[src/rtl/wb_regfile_pkg.sv]
// Shared constants and types for the writeback stage and register file.
package wb_regfile_pkg;

   localparam int DATA_W = 32;
   localparam int ADDR_W = 5;
   localparam int NREGS  = 2 ** ADDR_W;

   typedef logic [DATA_W-1:0] word_t;
   typedef logic [ADDR_W-1:0] reg_idx_t;

   localparam word_t    WORD_ZERO = '0;
   localparam reg_idx_t REG_ZERO  = '0;

   // Writeback source select carried by mem_to_reg.
   typedef enum logic {
      WB_SEL_ALU = 1'b0,
      WB_SEL_MEM = 1'b1
   } wb_sel_e;

endpackage

[src/rtl/wb_regfile_if.sv]
// MEM/WB writeback fields plus the ID-stage read ports of the register file.
interface wb_regfile_if;
   import wb_regfile_pkg::*;

   logic     reg_write_wb;
   logic     mem_to_reg_wb;
   word_t    read_data_wb;
   word_t    alu_result_wb;
   reg_idx_t dst_wb;
   reg_idx_t rs_addr;
   reg_idx_t rt_addr;
   word_t    rs_data;
   word_t    rt_data;
   word_t    wb_data;

   // Pipeline side: supplies writeback fields and read indices.
   modport master (
      output reg_write_wb, mem_to_reg_wb, read_data_wb, alu_result_wb, dst_wb,
      output rs_addr, rt_addr,
      input  rs_data, rt_data, wb_data
   );

   // Register file side.
   modport slave (
      input  reg_write_wb, mem_to_reg_wb, read_data_wb, alu_result_wb, dst_wb,
      input  rs_addr, rt_addr,
      output rs_data, rt_data, wb_data
   );

endinterface

[src/rtl/wb_regfile_wb_mux.sv]
// 2:1 writeback select: load data or ALU result. Shared with EX forwarding.
module wb_mux
   import wb_regfile_pkg::*;
(
   input  wb_sel_e sel,
   input  word_t   mem_data,
   input  word_t   alu_data,
   output word_t   wb_data
);

   assign wb_data = (sel == WB_SEL_MEM) ? mem_data : alu_data;

endmodule

[src/rtl/wb_regfile.sv]
// Writeback stage and 32x32 architectural register file with write-to-read
// bypass, a no-bypass debug port and a retired-write counter.
module wb_regfile
   import wb_regfile_pkg::*;
(
   input  logic         clk,
   input  logic         rst,
   wb_regfile_if.slave  bus,
   input  reg_idx_t     dbg_addr,
   output word_t        dbg_data,
   output logic [31:0]  wb_count
);

   word_t       regs_q [NREGS];
   logic [31:0] wb_count_q;
   word_t       wb_value;
   logic        commit;

   wb_mux u_wb_mux (
      .sel      (wb_sel_e'(bus.mem_to_reg_wb)),
      .mem_data (bus.read_data_wb),
      .alu_data (bus.alu_result_wb),
      .wb_data  (wb_value)
   );

   assign bus.wb_data = wb_value;

   // A write retires only when enabled and not aimed at the hardwired r0.
   assign commit = bus.reg_write_wb && (bus.dst_wb != REG_ZERO);

   // Register array: cleared by reset, written with the selected value on commit.
   // NOTE: this array is flops, not a RAM macro, so it can and must take the
   // reset -- the ID stage expects every register to read 0 after reset.
   always_ff @(posedge clk or posedge rst) begin
      if (rst) begin
         for (int i = 0; i < NREGS; i++) begin
            // NOTE: non-blocking in clocked blocks so every flop samples
            // pre-edge values regardless of statement order.
            regs_q[i] <= WORD_ZERO;
         end
      end else if (commit) begin
         regs_q[bus.dst_wb] <= wb_value;
      end
   end

   // Retired-write counter, free-running modulo 2**32.
   always_ff @(posedge clk or posedge rst) begin
      if (rst) begin
         wb_count_q <= '0;
      end else if (commit) begin
         wb_count_q <= wb_count_q + 32'd1;
      end
   end

   // Read ports: r0 reads zero, a same-cycle commit is bypassed, else the array.
   always_comb begin
      // NOTE: defaults first so every path assigns both outputs and no latch forms.
      bus.rs_data = regs_q[bus.rs_addr];
      bus.rt_data = regs_q[bus.rt_addr];
      if (bus.rs_addr == REG_ZERO) begin
         bus.rs_data = WORD_ZERO;
      end else if (commit && (bus.rs_addr == bus.dst_wb)) begin
         bus.rs_data = wb_value;
      end
      if (bus.rt_addr == REG_ZERO) begin
         bus.rt_data = WORD_ZERO;
      end else if (commit && (bus.rt_addr == bus.dst_wb)) begin
         bus.rt_data = wb_value;
      end
   end

   // Debug view of the stored array only; r0 is never written so it stays zero.
   assign dbg_data = regs_q[dbg_addr];
   assign wb_count = wb_count_q;

endmodule

[src/flat_wrapper.sv]
// flat-port wrapper written by rule: the top's interface ports become plain ports
module wb_regfile_flat import wb_regfile_pkg::*;
  (clk, rst, dbg_addr, dbg_data, wb_count, bus_reg_write_wb, bus_mem_to_reg_wb, bus_read_data_wb, bus_alu_result_wb, bus_dst_wb, bus_rs_addr, bus_rt_addr, bus_rs_data, bus_rt_data, bus_wb_data);
  wb_regfile_if bus_i ();
  input  logic clk;
  input  logic rst;
  input  reg_idx_t dbg_addr;
  output word_t dbg_data;
  output logic [31:0] wb_count;
  input wire logic [$bits(bus_i.reg_write_wb)-1:0] bus_reg_write_wb;
  input wire logic [$bits(bus_i.mem_to_reg_wb)-1:0] bus_mem_to_reg_wb;
  input wire logic [$bits(bus_i.read_data_wb)-1:0] bus_read_data_wb;
  input wire logic [$bits(bus_i.alu_result_wb)-1:0] bus_alu_result_wb;
  input wire logic [$bits(bus_i.dst_wb)-1:0] bus_dst_wb;
  input wire logic [$bits(bus_i.rs_addr)-1:0] bus_rs_addr;
  input wire logic [$bits(bus_i.rt_addr)-1:0] bus_rt_addr;
  output wire logic [$bits(bus_i.rs_data)-1:0] bus_rs_data;
  output wire logic [$bits(bus_i.rt_data)-1:0] bus_rt_data;
  output wire logic [$bits(bus_i.wb_data)-1:0] bus_wb_data;
  assign bus_i.reg_write_wb = bus_reg_write_wb;
  assign bus_i.mem_to_reg_wb = bus_mem_to_reg_wb;
  assign bus_i.read_data_wb = bus_read_data_wb;
  assign bus_i.alu_result_wb = bus_alu_result_wb;
  assign bus_i.dst_wb = bus_dst_wb;
  assign bus_i.rs_addr = bus_rs_addr;
  assign bus_i.rt_addr = bus_rt_addr;
  assign bus_rs_data = bus_i.rs_data;
  assign bus_rt_data = bus_i.rt_data;
  assign bus_wb_data = bus_i.wb_data;
  wb_regfile u_core (.clk(clk), .rst(rst), .bus(bus_i), .dbg_addr(dbg_addr), .dbg_data(dbg_data), .wb_count(wb_count));
endmodule
[config.mk]
export PLATFORM = sky130hd
export DESIGN_NAME = wb_regfile_flat
export DESIGN_NICKNAME = d
export VERILOG_FILES = /design/src/rtl/wb_regfile_pkg.sv /design/src/rtl/wb_regfile_if.sv /design/src/rtl/wb_regfile_wb_mux.sv /design/src/rtl/wb_regfile.sv /design/src/flat_wrapper.sv
export SDC_FILE = /design/constraint.sdc
export NUM_CORES = 2
export LEC_CHECK = 0
export CORE_ASPECT_RATIO = 0.75
export CORE_UTILIZATION = 56
export CTS_CLUSTER_DIAMETER = 200
export DETAILED_ROUTE_END_ITERATION = 6
export PLACE_DENSITY = 0.77
export SYNTH_ARGS = -nofsm -noshare
export SYNTH_HDL_FRONTEND = slang
export SYNTH_SLANG_ARGS = --single-unit
[constraint.sdc]
create_clock -name clk -period 32.6 [get_ports clk]
set_input_delay 4.89 -clock clk [delete_from_list [all_inputs] [get_ports clk]]
set_output_delay 4.89 -clock clk [all_outputs]
set_load 0.01 [all_outputs]
Word level (Yosys, flattened, before mapping) --
Index checks and enable logic that the tools add are counted.
Word-level totals: flip-flop bits (word level) 1056, input port bits 88, output and inout bits 160, logic and storage cells 69
Cells by class: $add $sub $neg 1, magnitude comparators 5, equal/unequal tests 2, muxes and demuxes 17, bitwise logic cells 4, reduce and logical (&&, ||, !) cells 7
Operator list (count):
- $bwmux W1024 | 1
- $bmux W32 S5 | 3
- $mux W32 | 12
- $demux W32 S5 | 1
- $add A32 B1 Y32 const B | 1
- $ge A6 B6 Y1 const B | 4
- $not A5 Y6 | 4
- $eq A5 B5 Y1 | 2
- $logic_not A5 Y1 | 2
- $lt A6 B1 Y1 const B | 1
- $reduce_bool A5 Y1 | 1
- $logic_and A1 B1 Y1 | 4

Logic depth before layout (Yosys ltp) --
depth after elaboration 6, depth in mapped cells 11, mapped depth without buffers 7

Cells and area by module --
Synthesis repeated with hierarchy kept, for this count alone.
Unflattened totals: cell total of the unflattened synthesis 4388, area total of the unflattened synthesis 65255.1 µm²
By module, submodules not included:
- wb_regfile | times used 1, cells an instance 4352, area an instance 64710.8 µm², sequential area each 26425.3 µm²
- wb_mux | times used 1, cells an instance 36, area an instance 544.3 µm², sequential area each 0.0 µm²

Worst setup path before layout --
OpenSTA, ideal clock, no wires.
path kind input to output, start point in dbg_addr[0], end point out dbg_data[0], arrival 6689 ps, data required time 27710 ps, slack 21021 ps, cell stages on the path 6, path buffers 3, cells stage by stage buf_2 > buf_6 > buf_2 > mux4_2 > mux4_2 > mux2_2
Between the ends: longest elaborated chain between the ends 4
Ends and longest elaborated chain:
- start: declaration | line flat_wrapper.sv:7 | input reg_idx_t dbg_addr;
- $not A5 Y6 (implied by the code) | line wb_regfile.sv:73 | assign dbg_data = regs_q[dbg_addr];
- $bmux W32 S5 | line wb_regfile.sv:73
- $mux W32 (implied by the code) (2 in series) | line wb_regfile.sv:73
- end: declaration | line flat_wrapper.sv:8 | output word_t dbg_data;
No other way between the ends. The select of a mux whose other input is x is not followed.

Final worst setup path --
start point in bus_rt_addr[0], end point out bus_rt_data[17]
Between the ends: longest elaborated chain between the ends 6, elaborated cells on any way between the ends 9, classes of those cells eq/ne (1); mux (5); bitwise (1); reduce/logical (2)
Ends and longest elaborated chain:
- start: declaration | line flat_wrapper.sv:16 | input wire logic [$bits(bus_i.rt_addr)-1:0] bus_rt_addr;
- $not A5 Y6 (implied by the code) | line wb_regfile.sv:59 | bus.rt_data = regs_q[bus.rt_addr];
- $bmux W32 S5 | line wb_regfile.sv:59
- $mux W32 (implied by the code) (2 in series) | line wb_regfile.sv:59
- $mux W32 | line wb_regfile.sv:67 | end else if (commit && (bus.rt_addr == bus.dst_wb)) begin
- $mux W32 (*) | line wb_regfile.sv:65 | if (bus.rt_addr == REG_ZERO) begin
- end: declaration | line flat_wrapper.sv:18 | output wire logic [$bits(bus_i.rt_data)-1:0] bus_rt_data;
Mark *: on every way between the ends. The rest lies on a longest branch, timed or not. The select of a mux whose other input is x is not followed.

==> results.sh <==
export IMPL_status="complete, but fails checks"
export IMPL_violations="design-rule violations"
export IMPL_grt_total_usage=0.401
export IMPL_vias_per_cell=7.41
export IMPL_clock_skew_ns=0.0274
export IMPL_powerDensity_nw_per_um2=62.9
export IMPL_synth_edf_count=0
export IMPL_drive_gt1_frac=0.226
export IMPL_cts_tree="built"
export IMPL_synth_nets=5529
export IMPL_htree_levels=3
export IMPL_areaGrowthSynthToFinish_pct=10.8
export IMPL_clk_latency_ns=0.72
export IMPL_rsz0062_at_grt="no"
export IMPL_worstSetupPathType="primary input to primary output"
export IMPL_hold_buffers=0
export IMPL_drtPass1Iterations=6
export IMPL_synth_flop_cell="dfrtp_1"
export IMPL_port_buffer_count=247
export IMPL_ios=248
export IMPL_post_cts_setup_buffer_count=0
export IMPL_critPathRequiredTime_ns=27.71
export IMPL_core_area_sq_um=112000
export IMPL_layout_common_cells="dfrtp_1 (1056), mux4_2 (789), nand2_1 (669)"
export IMPL_crit_fanout=117
export IMPL_fin_crit_sh=0.478
export IMPL_yosysSeqAreaShare=0.418
export IMPL_slew_violations=0
export IMPL_grt_pass1_vias=50700
export IMPL_tightest_slew_ns=1.45
export IMPL_clockBufferDepth=3
export IMPL_cts_sinks=1056
export IMPL_max_cap_violations=0
export IMPL_fillerInstances=8331
export IMPL_ant_nets=0
export IMPL_hold_violations=0
export IMPL_maxSlewHeadroom=0.0330
export IMPL_place_area_sq_um=66200
export IMPL_syn_avg_cell_area_sq_um=11.6
export IMPL_setup_violations=0
export IMPL_route_detailed_drc=2
export IMPL_synth_cells=5440
export IMPL_syn_cell_area_sq_um=63200
export IMPL_ys_types=55
export IMPL_cts_root_buf="clkbuf_16"
export IMPL_die_w_um=390
export IMPL_clk_pin_slew_ns=0.06
export IMPL_synth_area_top_cells="dfrtp_1 (42%), mux4_2 (28%), o21ai_0 (5.1%)"
export IMPL_setup_tns_ns=0
export IMPL_placedCellCount=6695
export IMPL_ys_ff_latch=1056
export IMPL_vias=51200
export IMPL_die_area_sq_um=114000
export IMPL_finalWirelength_um=227000
export IMPL_async_flop_share=1.00
export IMPL_cp_start_kind="primary input"
export IMPL_cts_resized=0
export IMPL_hold_class="register to register"
export IMPL_core_rowCount=106
export IMPL_synth_top_area_share=0.418
export IMPL_fmax_mhz=64.2
export IMPL_p_leak_nw=28.8
export IMPL_die_y_um=293
export IMPL_layout_commonest_cell="dfrtp_1"
export IMPL_max_vdd_ir_drop_v=0.0000469
export IMPL_grt_max_degree=167
export IMPL_initial_core_util=0.566
export IMPL_routedWlPerCell_um=32.9
export IMPL_arrival_ns=10.69
export IMPL_synth_top_area_cell="dfrtp_1"
export IMPL_ys_warn_count=0
export IMPL_fin_area_sq_um=70000
export IMPL_hpwl_um=126000
export IMPL_antenna_found_initial=8
export IMPL_min_period_ns=15.58
export IMPL_drt_iter0_markers=8619
export IMPL_cts_buffers=107
export IMPL_gp_congestion=0.904
export IMPL_grt_overflow_total=0
export IMPL_fin_util=0.627
export IMPL_cp_end_kind="primary output"
export IMPL_num_nets_final=5382
export IMPL_fin_cells=6906
export IMPL_grt_pass1_wl_um=335000
-- power by group --
part | internal (mW) | switching (mW) | total, mW
Sequential | 1.58 | 0.284 | 1.86
Clock | 0.785 | 0.558 | 1.34
Combinational | 0.628 | 0.565 | 1.19
-- synthesized netlist by cell type, types with 18 or more instances --
| master | n |
|---|---|
| buf_4 | 23 |
| xnor2_1 | 23 |
| a221oi_1 | 68 |
| nand3_1 | 27 |
| xor2_1 | 18 |
| dfrtp_1 | 1056 |
| inv_1 | 49 |
| nor2b_1 | 30 |
| buf_2 | 116 |
| nor2_1 | 427 |
| mux4_2 | 789 |
| mux2_2 | 35 |
| nand2_1 | 682 |
| and3_1 | 24 |
| a21oi_1 | 431 |
| a22oi_1 | 22 |
| mux2i_1 | 241 |
| a211oi_1 | 67 |
| o22ai_1 | 38 |
| o21ai_0 | 645 |
| clkbuf_1 | 419 |
| buf_6 | 29 |
| a221o_1 | 23 |
-- per-layer routing --
metal  wire length (um)  GRT usage
met1              77400      0.517
met2              94200      0.556
met3              38600      0.184
met4              16700      0.237
met5                 70    0.00550
-- worst max-delay path, stage by stage --
cell and delay [ns]:
buf_8 0.30, buf_4 0.67, buf_12 0.74, buf_4 0.78, buf_4 0.75, mux4_2 0.35, nand2_1 0.05, and3_1 0.22
a21oi_1 0.23, o22ai_1 0.21, a211oi_1 0.58, clkdlybuf4s50_1 0.65
-- final timing paths --
check	startpoint	end	slack [ns]	cells past startpoint
setup / recovery	bus_rt_addr[0]	bus_rt_data[17]	17.02	12
hold / removal	u_core.regs_q[1021]	u_core.regs_q[1021]	0.41	0
setup reg to reg	u_core.wb_count[11]	u_core.wb_count[30]	30.36	6
hold reg to reg	u_core.regs_q[1021]	u_core.regs_q[1021]	0.41	0
max in group asynchronous	rst	u_core.regs_q[958]	24.01	6
min in group asynchronous	rst	u_core.regs_q[888]	4.69	2
-- stage by stage --
stage                     setup slack, ns  hold WS [ns]  power, mW
after floorplan                     13.15         0.458       2.62
after global placement              17.13         0.395       2.96
after detailed placement            17.07         0.403       3.02
after CTS                           17.06         0.417       4.35
after global routing                16.71         0.425       4.55
final                               17.02         0.415       4.40
-- registers in the layout (all words and copies together), names as in the netlist --
name and flops:
u_core.regs_q 1024, u_core.wb_count 32
-- kinds of logic (layout without fill, tap and decap cells) --
family | after synthesis | after routing | share of synthesized area
xor gates and xnor gates | 41 | 41 | 0.00568
other | 0 | 7 | 0
DFF | 1056 | 1056 | 0.418
buffers and inverters | 662 | 609 | 0.0492
and+or+nand+nor | 1251 | 1251 | 0.0799
muxes | 1065 | 1065 | 0.326
adders and majority gates | 1 | 1 | 0.000198
AOI/OAI and AO/OA | 1364 | 1364 | 0.121
-- area by class of cell --
class / instances / area, sq um / share of cell area
clock buffers: 152 / 3120 / 0.0445
clock inverters: 51 / 678 / 0.00969
repair buffers: 356 / 3400 / 0.0486
flip-flops and latches: 1056 / 26400 / 0.378
diodes: 7 / 17.5 / 0.000250
multi-input cells: 3722 / 34300 / 0.490
inverters: 50 / 194 / 0.00277
well taps: 1512 / 1890 / 0.0270
Power figures use the tool's default switching activity.
